**src/rtl/cpu_mem_loader.sv**
```systemverilog
// Boot loader for the cpu: streams imem_len words into instruction memory, then dmem_len
// words into data memory, then enables the cpu until stop is seen.
module cpu_mem_loader #(
    parameter int DATA_W      = 32,
    parameter int CNT_W       = 11,
    parameter int IMEM_WORDS  = 512,
    parameter int DMEM_WORDS  = 1024,
    parameter int ADDR_STRIDE = 4
) (
    input  logic              clk,
    input  logic              arst_n,
    input  logic              start,
    input  logic              stop,
    input  logic [CNT_W-1:0]  imem_len,
    input  logic [CNT_W-1:0]  dmem_len,
    input  logic              s_valid,
    input  logic [DATA_W-1:0] s_data,
    output logic              s_ready,
    output logic [31:0]       addr_ext,
    output logic              wen_ext,
    output logic              ren_ext,
    output logic [DATA_W-1:0] wdata_ext,
    output logic [31:0]       addr_ext_2,
    output logic              wen_ext_2,
    output logic              ren_ext_2,
    output logic [DATA_W-1:0] wdata_ext_2,
    output logic              cpu_enable,
    output logic              busy,
    output logic              error
);

    typedef enum logic [2:0] {
        ST_IDLE   = 3'd0,
        ST_LOAD_I = 3'd1,
        ST_LOAD_D = 3'd2,
        ST_DRAIN  = 3'd3,
        ST_RUN    = 3'd4
    } state_t;

    localparam logic [CNT_W-1:0] IMEM_MAX = CNT_W'(IMEM_WORDS);
    localparam logic [CNT_W-1:0] DMEM_MAX = CNT_W'(DMEM_WORDS);
    localparam logic [CNT_W-1:0] CNT_ONE  = CNT_W'(1);
    localparam logic [31:0]      STRIDE   = 32'(ADDR_STRIDE);

    state_t              state_r;
    state_t              state_nxt_s;
    logic [CNT_W-1:0]    cnt_r;
    logic [CNT_W-1:0]    ilen_r;
    logic [CNT_W-1:0]    dlen_r;
    logic                error_r;
    logic                cpu_enable_r;
    logic                wen_i_r;
    logic                wen_d_r;
    logic [31:0]         addr_i_r;
    logic [31:0]         addr_d_r;
    logic [DATA_W-1:0]   wdata_i_r;
    logic [DATA_W-1:0]   wdata_d_r;
    logic                beat_s;
    logic                len_ok_s;
    logic                last_i_s;
    logic                last_d_s;
    logic [31:0]         addr_s;

    assign s_ready     = (state_r == ST_LOAD_I) || (state_r == ST_LOAD_D);
    assign busy        = s_ready || (state_r == ST_DRAIN);
    assign beat_s      = s_valid && s_ready;
    assign len_ok_s    = (imem_len <= IMEM_MAX) && (dmem_len <= DMEM_MAX);
    assign last_i_s    = (state_r == ST_LOAD_I) && (cnt_r == (ilen_r - CNT_ONE));
    assign last_d_s    = (state_r == ST_LOAD_D) && (cnt_r == (dlen_r - CNT_ONE));
    assign addr_s      = 32'(cnt_r) * STRIDE;

    assign ren_ext     = 1'b0;
    assign ren_ext_2   = 1'b0;
    assign wen_ext     = wen_i_r;
    assign wen_ext_2   = wen_d_r;
    assign addr_ext    = addr_i_r;
    assign addr_ext_2  = addr_d_r;
    assign wdata_ext   = wdata_i_r;
    assign wdata_ext_2 = wdata_d_r;
    assign cpu_enable  = cpu_enable_r;
    assign error       = error_r;

    // Next-state decode; zero lengths skip straight past the empty load phases.
    always_comb begin
        state_nxt_s = state_r;
        case (state_r)
            ST_IDLE: begin
                if (start && len_ok_s) begin
                    if (imem_len != '0) begin
                        state_nxt_s = ST_LOAD_I;
                    end else if (dmem_len != '0) begin
                        state_nxt_s = ST_LOAD_D;
                    end else begin
                        state_nxt_s = ST_DRAIN;
                    end
                end else begin
                    state_nxt_s = ST_IDLE;
                end
            end
            ST_LOAD_I: begin
                if (beat_s && last_i_s) begin
                    state_nxt_s = (dlen_r != '0) ? ST_LOAD_D : ST_DRAIN;
                end else begin
                    state_nxt_s = ST_LOAD_I;
                end
            end
            ST_LOAD_D: begin
                if (beat_s && last_d_s) begin
                    state_nxt_s = ST_DRAIN;
                end else begin
                    state_nxt_s = ST_LOAD_D;
                end
            end
            ST_DRAIN: state_nxt_s = ST_RUN;
            ST_RUN: begin
                if (stop) begin
                    state_nxt_s = ST_IDLE;
                end else begin
                    state_nxt_s = ST_RUN;
                end
            end
            default: state_nxt_s = ST_IDLE;
        endcase
    end

    // State register.
    always_ff @(posedge clk or negedge arst_n) begin
        if (!arst_n) begin
            state_r <= ST_IDLE;
        end else begin
            state_r <= state_nxt_s;
        end
    end

    // Length latches, word counter and sticky error flag.
    always_ff @(posedge clk or negedge arst_n) begin
        if (!arst_n) begin
            cnt_r   <= '0;
            ilen_r  <= '0;
            dlen_r  <= '0;
            error_r <= 1'b0;
        end else if ((state_r == ST_IDLE) && start) begin
            if (len_ok_s) begin
                ilen_r  <= imem_len;
                dlen_r  <= dmem_len;
                cnt_r   <= '0;
                error_r <= 1'b0;
            end else begin
                error_r <= 1'b1;
            end
        end else if (beat_s) begin
            cnt_r <= (last_i_s || last_d_s) ? '0 : (cnt_r + CNT_ONE);
        end else begin
            cnt_r <= cnt_r;
        end
    end

    // Registered write ports; address and data hold between strobes.
    always_ff @(posedge clk or negedge arst_n) begin
        if (!arst_n) begin
            wen_i_r   <= 1'b0;
            wen_d_r   <= 1'b0;
            addr_i_r  <= 32'd0;
            addr_d_r  <= 32'd0;
            wdata_i_r <= '0;
            wdata_d_r <= '0;
        end else begin
            wen_i_r <= beat_s && (state_r == ST_LOAD_I);
            wen_d_r <= beat_s && (state_r == ST_LOAD_D);
            if (beat_s && (state_r == ST_LOAD_I)) begin
                addr_i_r  <= addr_s;
                wdata_i_r <= s_data;
            end
            if (beat_s && (state_r == ST_LOAD_D)) begin
                addr_d_r  <= addr_s;
                wdata_d_r <= s_data;
            end
        end
    end

    // cpu enable follows the registered RUN state, so it rises only after DRAIN.
    always_ff @(posedge clk or negedge arst_n) begin
        if (!arst_n) begin
            cpu_enable_r <= 1'b0;
        end else begin
            cpu_enable_r <= (state_nxt_s == ST_RUN);
        end
    end

endmodule
```
**config.mk**
```make
export PLATFORM = sky130hd
export DESIGN_NAME = cpu_mem_loader
export DESIGN_NICKNAME = d
export VERILOG_FILES = /design/src/rtl/cpu_mem_loader.sv
export SDC_FILE = /design/constraint.sdc
export NUM_CORES = 1
export LEC_CHECK = 0
export BUFFER_PORTS_ARGS = -buffer_cell sky130_fd_sc_hd__buf_4
export CAP_MARGIN = 20
export CELL_PAD_IN_SITES_DETAIL_PLACEMENT = 0
export CELL_PAD_IN_SITES_GLOBAL_PLACEMENT = 1
export CORE_MARGIN = 1.5
export CORE_UTILIZATION = 36
export DETAILED_ROUTE_END_ITERATION = 7
export PLACE_DENSITY_LB_ADDON = 0.1
export REMOVE_ABC_BUFFERS = 1
export SLEW_MARGIN = 20
export SYNTH_ARGS = -nofsm -noshare
export SYNTH_HDL_FRONTEND = slang
export SYNTH_SLANG_ARGS = --single-unit
```
**constraint.sdc**
```tcl
create_clock -name clk -period 2.6 [get_ports clk]
set_input_delay 0.13 -clock clk [delete_from_list [all_inputs] [get_ports clk]]
set_output_delay 0.13 -clock clk [all_outputs]
set_load 0.05 [all_outputs]
```
==> run metrics <==
status=finished, violations left; failing checks=setup timing; Register Area=3150 sq um; # IOs=195; ANT nets after route=0; post-synthesis async set-or-reset flop share=100%; Mapped Cells=511; Seq cells post-synth=126; Data arrival, critical path=2910 ps; Inserted Diodes=0; IO Port Bufs=150; Post-DP HPWL=10,600 um; number of enable flip-flop cells after synthesis=0; Synth top area share=51.2%; placed instance area=7580 sq um; row cnt=47; ys flop type=dfrtp_1; Netlist Area Pre-Place=6150 sq um; RSZ-0062 raised after global routing=true; H-Tree Depth=4; total track usage=18.5%; DR vias/cell=4.73; CP Class=flop to flop; core area=16,600 sq um; Synth top cells by count=dfrtp_1 (126), mux2_2 (103), buf_4 (45); CTS sink cnt=126; Hold Vio Cnt, Final=0; Worst-path clk slew=50 ps; Core Util, Final=53.6%; Final period util=101%; Gate power share=44.2%; Clock Skew=5.10 ps; global route overflow=0; initial core utilization=37.0%; fill cell count=1,484; Sw Pwr=3.90 mW; final worst slack=-24.4 ps; Leak=4.27 nW; Die H=134 um; Yosys cell types=62; vias in the first global route=5,032; HP Class=input pin to flop; Avg WL per Cell=16.2 um; insertion delay to the later sink of the worst-skew pair=410 ps; CP Launch Type=flop; CP required=2890 ps; GP Congestion=0.817; sequential share of power=30.4%; Final Max Slew Viols=0; yosys synthesis warning count=0; Worst Tran Pin Value=853 ps; DR vias=4,656; proportion of layout cells with a drive suffix above 1=47.3%; Initial DRT Pass Iterations=4; Internal=5.69 mW; Worst setup EP type=flop; starting DRC count in detailed routing=139; register area share after synthesis=51.2%; Avg Cell Area, Syn=12.0 sq um; largest net degree at the start of global routing=56; Setup TNS=-26.8 ps; clock power share=25.4%; Peak supply drop=683 uV; final wirelength=16,000 um; normalized max-slew margin=42.9%; Critical Path Fanout Max=6; Die ar.=17,900 sq um; dominant cell type by area after synthesis=dfrtp_1; CTS Buf Count=17; initial antenna violation count=0; Die W=134 um; minimum clock period=2620 ps; root buffer cell=clkbuf_16; area occupied by multi-input gates=2770 sq um; Sw Ratio=40.7%; Max-cap violations=0; Final #Nets=814; first-pass GRT wire length=25,700 um; Final Cell Area=8920 sq um; Syn-to-layout area delta=44.9%; top cells by area, synth=dfrtp_1 (51%), mux2_2 (19%), buf_4 (5.5%); final setup violation count=2; pwr dens=1080 nW/um^2; FMAX=381 MHz; maximum buffer depth of the clock tree=2; drt drc=0; most frequent cell after synthesis=dfrtp_1; CTS tree=built
## metrics by stage
step	instances	hold slack (ps)	setup WS [ps]	total power [mW]
2_1_floorplan	481	-166	-38.6	5.57
3_3_place_gp	887	203	-110	6.92
3_5_place_dp	887	203	-175	6.98
4_1_cts	983	4.79	-5.65	9.60
5_1_grt	984	22.1	-113	10.1
6_report	984	21.9	-24.4	9.59
## worst max-delay path, stage by stage, from the launching register on
cell	delay (ps)
dfrtp_1	390
inv_2	80
ha_4	160
or4b_4	490
nor3_1	300
a22oi_2	120
a211oi_4	390
buf_12	180
a31oi_1	70
or3_1	300
## power groups by stage
stage | registers (mW) | logic, mW | clock network, mW
5_1_grt | 3.00 | 4.54 | 2.57
3_3_place_gp | 2.91 | 4.01 | 0
2_1_floorplan | 4.06 | 1.50 | 0
6_report | 2.92 | 4.24 | 2.43
4_1_cts | 2.92 | 4.18 | 2.50
3_5_place_dp | 2.93 | 4.05 | 0
## sequential cells by signal, summed over array words and instances, names as in the netlist
name         cells
ilen_r          11
addr_ext_2      11
dlen_r          11
cnt_r           11
wdata_ext       32
state_r          3
wen_ext          1
addr_ext        11
cpu_enable       1
wdata_ext_2     32
wen_ext_2        1
error            1
## layer usage
layer | part of all wire, % | vias to the layer above | track usage (%)
li1 | - | 2215 | -
met1 | 43 | 2284 | 22.2
met2 | 49 | 146 | 31.2
met3 | 6.4 | 11 | 6.43
met4 | 0.81 | 0 | 5.50
met5 | 0 | - | 0
## path summary, 6_finish.rpt
kind | end | start | cells past startpoint | slack [ps]
setup / recovery | state_r[0] | ilen_r[1] | 9 | -20
min in group asynchronous | ilen_r[8] | arst_n | 2 | 300
max in group asynchronous | dlen_r[0] | arst_n | 3 | 1530
setup reg to reg | state_r[0] | ilen_r[1] | 9 | -20
hold reg to reg | wdata_ext[14] | wdata_ext[14] | 1 | 510
hold / removal | error | start | 3 | 20
## layout by cell type, fill, tap and decap left out, drive strengths merged, types with 6 or more instances in the layout
master         n
buf          194
dfrtp        126
mux2         103
dlygate4sd3   55
conb          44
nor2          26
nand2         23
clkbuf        19
xnor2         13
inv           12
nor3          11
o21ai         10
xor2           9
a221o          8
nor4           8
nand3          7
a21oi          6
clkinv         6
## kinds of logic after synthesis
group           Yosys count  synth area share, %
flops                   126                 51.2
simple gates            120                 10.9
mux                     103                 18.8
buf+inv                  83                 8.09
compound gates           53                 6.79
xor+xnor                 22                 3.44
fa+ha+maj                 3                0.610
other cells               1               0.0609
## cell type report
cell class                 instances  share of cell area, %
clock inverter                    13                   1.84
tap                              220                   3.09
inverter                          10                  0.421
timing repair buffer             250                   23.4
clock buffer                      18                   4.93
sequential                       126                   35.4
multi-input combinational        347                   31.0
## repair_timing
action                                  in CTS  in global routing
endpoints found under the hold margin      134                  0
buffers inserted                             8                  0
pin swaps                                    1                 11
gates cloned                                 2                  1
resized for setup                            5                 13
hold buffers                                55                  0
endpoints found under the setup margin      11                 12
Power figures use the tool's default switching activity.
